### src/rtl/warp_ctx.sv
// Per-warp context controller: PC, active mask, issue/writeback sequencing and
// warp-stack interface. Optional perf counters are enabled by WARP_CTX_PERF_EN.
module warp_ctx #(
    parameter int I_ADDR_WIDTH = 10,
    parameter int WARP_WIDTH   = 32
) (
    input  logic                    clk,
    input  logic                    rst,
    input  logic                    start,
    input  logic [I_ADDR_WIDTH-1:0] start_pc,
    input  logic [WARP_WIDTH-1:0]   start_mask,
    input  logic                    issue_grant,
    input  logic                    wb,
    input  logic                    branch,
    input  logic [I_ADDR_WIDTH-1:0] branch_pc,
    input  logic [WARP_WIDTH-1:0]   taken_mask,
    input  logic                    exit,
    input  logic                    contention,
    input  logic [WARP_WIDTH-1:0]   ldst_done_mask,
    input  logic [I_ADDR_WIDTH-1:0] pc_o,
    input  logic [WARP_WIDTH-1:0]   smask_o,
    input  logic                    mask_update,
    input  logic                    converge,
    input  logic                    pc_update,
    output logic                    ready,
    output logic                    done,
    output logic                    err,
    output logic [I_ADDR_WIDTH-1:0] cur_pc,
    output logic [I_ADDR_WIDTH-1:0] cur_pc_p1,
    output logic [WARP_WIDTH-1:0]   cur_mask,
    output logic                    wup,
    output logic                    diverge,
    output logic [WARP_WIDTH-1:0]   stack_mask_i
`ifdef WARP_CTX_PERF_EN
    ,
    output logic [31:0]             perf_retired,
    output logic [31:0]             perf_diverge
`endif
);

    typedef enum logic [1:0] {
        IDLE  = 2'b00,
        READY = 2'b01,
        WAIT  = 2'b10,
        DONE  = 2'b11
    } state_t;

    state_t                  state, state_nx;
    logic [I_ADDR_WIDTH-1:0] pc_nx, wb_pc;
    logic [WARP_WIDTH-1:0]   mask_nx, wb_mask, eff;
    logic                    err_nx, start_acc;

    assign cur_pc_p1 = cur_pc + I_ADDR_WIDTH'(1);

    always_comb begin
        eff          = taken_mask & cur_mask;
        ready        = (state == READY);
        done         = (state == DONE);
        wup          = wb & (state == WAIT);
        diverge      = wup & branch & ~contention & (eff != '0) & (eff != cur_mask);
        stack_mask_i = '0;
        if (contention)
            stack_mask_i = cur_mask;
        else if (diverge)
            stack_mask_i = cur_mask & ~taken_mask;
    end

    // Writeback outcome in priority order; exit is resolved in the FSM below.
    always_comb begin
        wb_pc   = cur_pc_p1;
        wb_mask = cur_mask;
        if (contention) begin
            wb_pc   = cur_pc;
            wb_mask = cur_mask & ~ldst_done_mask;
        end else if (pc_update) begin
            wb_pc   = pc_o;
            wb_mask = smask_o;
        end else if (converge) begin
            wb_mask = cur_mask | smask_o;
        end else if (mask_update) begin
            wb_mask = smask_o;
        end else if (diverge) begin
            wb_pc   = branch_pc;
            wb_mask = eff;
        end else if (branch && (eff == cur_mask)) begin
            wb_pc   = branch_pc;
        end
    end

    always_comb begin
        state_nx  = state;
        pc_nx     = cur_pc;
        mask_nx   = cur_mask;
        err_nx    = err;
        start_acc = 1'b0;
        case (state)
            IDLE, DONE: begin
                if (start) begin
                    state_nx  = READY;
                    pc_nx     = start_pc;
                    mask_nx   = start_mask;
                    err_nx    = 1'b0;
                    start_acc = 1'b1;
                end
            end
            READY: begin
                if (issue_grant)
                    state_nx = WAIT;
            end
            WAIT: begin
                if (wb) begin
                    if (exit) begin
                        state_nx = DONE;
                    end else begin
                        pc_nx   = wb_pc;
                        mask_nx = wb_mask;
                        if (wb_mask == '0) begin
                            state_nx = DONE;
                            err_nx   = 1'b1;
                        end else begin
                            state_nx = READY;
                        end
                    end
                end
            end
        endcase
    end

    always_ff @(posedge clk or posedge rst) begin
        if (rst) begin
            state    <= IDLE;
            cur_pc   <= '0;
            cur_mask <= '0;
            err      <= 1'b0;
        end else begin
            state    <= state_nx;
            cur_pc   <= pc_nx;
            cur_mask <= mask_nx;
            err      <= err_nx;
        end
    end

`ifdef WARP_CTX_PERF_EN
    always_ff @(posedge clk or posedge rst) begin
        if (rst) begin
            perf_retired <= '0;
            perf_diverge <= '0;
        end else if (start_acc) begin
            perf_retired <= '0;
            perf_diverge <= '0;
        end else begin
            if (wup && !contention && perf_retired != '1)
                perf_retired <= perf_retired + 32'd1;
            if (diverge && perf_diverge != '1)
                perf_diverge <= perf_diverge + 32'd1;
        end
    end
`endif

endmodule

### config.mk
export PLATFORM = sky130hd
export DESIGN_NAME = warp_ctx
export DESIGN_NICKNAME = d
export VERILOG_FILES = /design/src/rtl/warp_ctx.sv
export SDC_FILE = /design/constraint.sdc
export NUM_CORES = 1
export LEC_CHECK = 0
export CORE_MARGIN = 4
export CORE_UTILIZATION = 45
export CTS_CLUSTER_SIZE = 8
export DETAILED_ROUTE_END_ITERATION = 8
export PLACE_DENSITY = 0.86
export REMOVE_ABC_BUFFERS = 1
export SETUP_SLACK_MARGIN = 0.05
export SYNTH_ARGS = -nofsm -noshare
export SYNTH_HDL_FRONTEND = slang
export SYNTH_SLANG_ARGS = --single-unit
### constraint.sdc
create_clock -name clk -period 6.3 [get_ports clk]
set_input_delay 1.26 -clock clk [delete_from_list [all_inputs] [get_ports clk]]
set_output_delay 1.26 -clock clk [all_outputs]
set_load 0.01 [all_outputs]
==> key figures <==
Yosys
  – Distinct cells, synth: 65
  – Yosys warnings: 0
  – Synth Instances: 733
  – Mapped cell area: 5110 um2
  – Flops & latches, synth: 45
  – Main flop type after synthesis: dfrtp_1
  – Fraction of registers with async set/reset: 100%
  – Syn_area_per_cell: 6.98 um2
  – Sequential-to-total area share from yosys stat: 22.0%
  – EDFF count, synth: 0

Detailed routing
  – Starting DRT DRC Count: 797
  – DR WL met3: 2.54 mm
  – DRC violations left: 0
  – Vias: 6914
  – Top sig layer: met4
  – Metal2 WL: 10.7 mm
  – Metal-1 WL: 9.27 mm
  – DRT antenna net count: 0
  – Routed vias/inst: 6.27
  – WL/cell: 21.2 um
  – Drt pass-1 iters: 8
  – Final wirelength: 23.4 mm

Power
  – Seq pwr share: 26.6%
  – Switching share of power: 46.9%
  – Internal: 1.47 mW
  – P_leak: 2.99 nW
  – Clock share of power: 9.7%
  – Net switching power: 1.30 mW
  – Pwr Density: 349 nW/um2
  – Comb pwr share: 63.6%
  – Max VDD drop: 0.000255 V
  – Power Total: 2.76 mW

Clock network
  – Worst-path clk slew: 0.07 ns
  – Clock buffer depth: 2
  – Clk root buf: clkbuf_16
  – Clock sink count: 45
  – CTS Buf Count: 5
  – Post-CTS sizing: 0
  – CTS tree: yes
  – H-tree levels: 2
  – Postcts setup bufs: 0
  – CTS Hold Bufs: 0
  – Worst skew pair latency: 0.30 ns

Finish
  – Core Util, Final: 72.0%
  – Register area: 1130 um2
  – Most common cell after layout, fill and taps aside: clkdlybuf4s50_1
  – Final Instance Area: 7910 um2
  – Finished Layout Cells: 1103
  – Ant diodes: 0
  – Nets@finish: 1136
  – Fillcell total: 925
  – Multi-input gate area: 3720 um2
  – Layout cells sized above 1: 4.98%
  – Commonest non-fill, non-tap cells in the layout: clkdlybuf4s50_1 (256), nand2_1 (103), nor2_1 (84)
  – Layout area overhead: 54.7%

STA
  – Worst slew margin relative to its limit: 29.5%
  – Setup TNS: 0 ns
  – Hold slack: 0.538 ns
  – Final hold violation count: 0
  – Fin crit period: 5.38 ns
  – Clock skew: 0.00877 ns
  – Slew @ Worst Pin: 1.06 ns
  – Final WS setup: 0.924 ns
  – Final Slew Violations: 0
  – Final setup violation count: 0
  – Tcrit/Tclk final: 85.3%
  – Fmax: 186 MHz
  – Unrepaired setup endpoints after global routing: false

Job
  – MaxCap Viol Count: 0

Worst setup path
  – Crit path kind: in -> out
  – R2r setup slk: 2.58 ns
  – Crit path DAT: 4.12 ns
  – Worst Path Max Fanout: 22
  – Worst setup SP type: primary input
  – WP data required: 5.04 ns
  – Reg2reg start: state[0]$_DFFE_PP0P_
  – R2R depth: 11
  – CP endpoint kind: output port
  – Reg-to-reg endpoint: state[1]$_DFFE_PP0P_

Place
  – Pre-CTS setup slack: 0.980 ns
  – Final GP Congestion: 1.01
  – Dpl hpwl: 17.7 mm
  – Dpl cells: 1095
  – Dpl cell area: 7770 um2
  – Port buffer count: 257

Hold path
  – Hold path endpoint: cur_pc[9]$_DFFE_PP0P_
  – Min-delay src: cur_pc[9]$_DFFE_PP0P_
  – Hold path depth: 2
  – HP Class: reg -> reg

Global route
  – Largest net degree at the start of global routing: 64
  – GRT Residual Overflow: 0
  – GRT Overall Usage: 34.6%
  – Initial antenna violation count: 0
  – Vias in the first global route: 6789
  – First-pass GRT wire length: 36.2 mm

Floorplanning
  – Chip height: 115 um
  – Core box area: 11000 um2
  – Cell row count: 38
  – Die X-Extent: 115 um
  – IO Count: 258
  – Initial Util: 46.6%
  – Full die area: 13100 um2

Outcome
  – Status: finished clean
-- sequential cells by signal (all words and copies together), names as in the netlist --
register and flops:
cur_mask 32, cur_pc 10, err 1, state 2
-- layout make-up --
cell class                      count  area share [%]
Timing Repair Buffer              273            34.1
Sequential cell                    45            14.2
Tap cell                          140            2.21
Clock inverter                      3           0.221
Inverter                           11           0.522
Clock buffer                        5            1.58
Multi-Input combinational cell    626            47.1
-- worst max-delay path by stage --
| stage | slack [ns] | start | end | depth (start not counted) |
|---|---|---|---|---|
| 3_3_place_gp | 1.01 | taken_mask[25] | stack_mask_i[21] | 10 |
| 5_1_grt | 0.81 | taken_mask[23] | stack_mask_i[30] | 11 |
| 6_report | 0.92 | taken_mask[14] | stack_mask_i[21] | 10 |
| 3_5_place_dp | 0.98 | taken_mask[14] | stack_mask_i[21] | 10 |
| 4_1_cts | 0.96 | taken_mask[25] | stack_mask_i[21] | 10 |
| 2_1_floorplan | 1.69 | taken_mask[19] | stack_mask_i[30] | 7 |
-- power by group through the flow --
stage	Sequential [mW]	Clock [mW]	Combinational, mW
finish	0.736	0.269	1.76
detailed placement	0.726	0	1.74
CTS	0.722	0.268	1.75
global route	0.762	0.277	1.91
global placement	0.723	0	1.72
floorplan	0.694	0	0.875
-- logic make-up after synthesis --
group	after synthesis	synth area share, %
and+or+nand+nor	301	28.8
AOI/OAI and AO/OA	286	36.2
buffers and inverters	62	5.19
DFF	45	22.0
muxes	26	5.19
xor gates and xnor gates	8	1.37
adders and majority gates	5	1.22
-- routing by layer --
metal	GRT usage [%]	up-vias
li1	-	3156
met3	5.55	71
met5	0	-
met4	15.3	0
met2	54.7	488
met1	46.4	3199
-- cell usage after synthesis (3+ instances only) --
| cell | count | share of area, % |
|---|---|---|
| o22a_1 | 5 | 0.86 |
| nor2b_1 | 6 | 0.73 |
| a211o_1 | 12 | 2.1 |
| a31oi_1 | 10 | 1.2 |
| mux2i_1 | 22 | 4.3 |
| mux2_2 | 4 | 0.88 |
| o31ai_1 | 11 | 1.6 |
| a21oi_1 | 54 | 5.3 |
| and3_1 | 3 | 0.37 |
| o211ai_1 | 10 | 1.5 |
| inv_1 | 8 | 0.59 |
| nor4_1 | 6 | 0.73 |
| ha_1 | 5 | 1.2 |
| a21o_1 | 4 | 0.59 |
| a22oi_1 | 23 | 3.4 |
| dfrtp_1 | 45 | 22 |
| o21ai_1 | 12 | 1.2 |
| buf_1 | 9 | 0.66 |
| nand2_1 | 103 | 7.6 |
| xnor2_1 | 6 | 1.0 |
| nand2b_1 | 36 | 4.4 |
| clkbuf_1 | 30 | 2.2 |
| o21bai_1 | 6 | 0.88 |
| o21a_1 | 33 | 4.8 |
| o22ai_1 | 6 | 0.73 |
| o21ai_0 | 73 | 7.1 |
| buf_2 | 8 | 0.78 |
| a211oi_1 | 7 | 1.0 |
| o32a_1 | 4 | 0.78 |
| nand3_1 | 11 | 1.1 |
| nand4_1 | 20 | 2.4 |
| nor3_1 | 11 | 1.1 |
| nor2_1 | 84 | 6.2 |
-- worst max-delay path: stages --
cell and delay, ns:
clkdlybuf4s50_1 0.52, a22oi_1 0.32, nand4_2 0.16, nor4_4 0.29, buf_4 0.23, a211o_1 0.39, buf_12 0.22, nor2_1 0.07
o21a_1 0.17, clkdlybuf4s50_1 0.47
(Power assumes the default switching activity.)
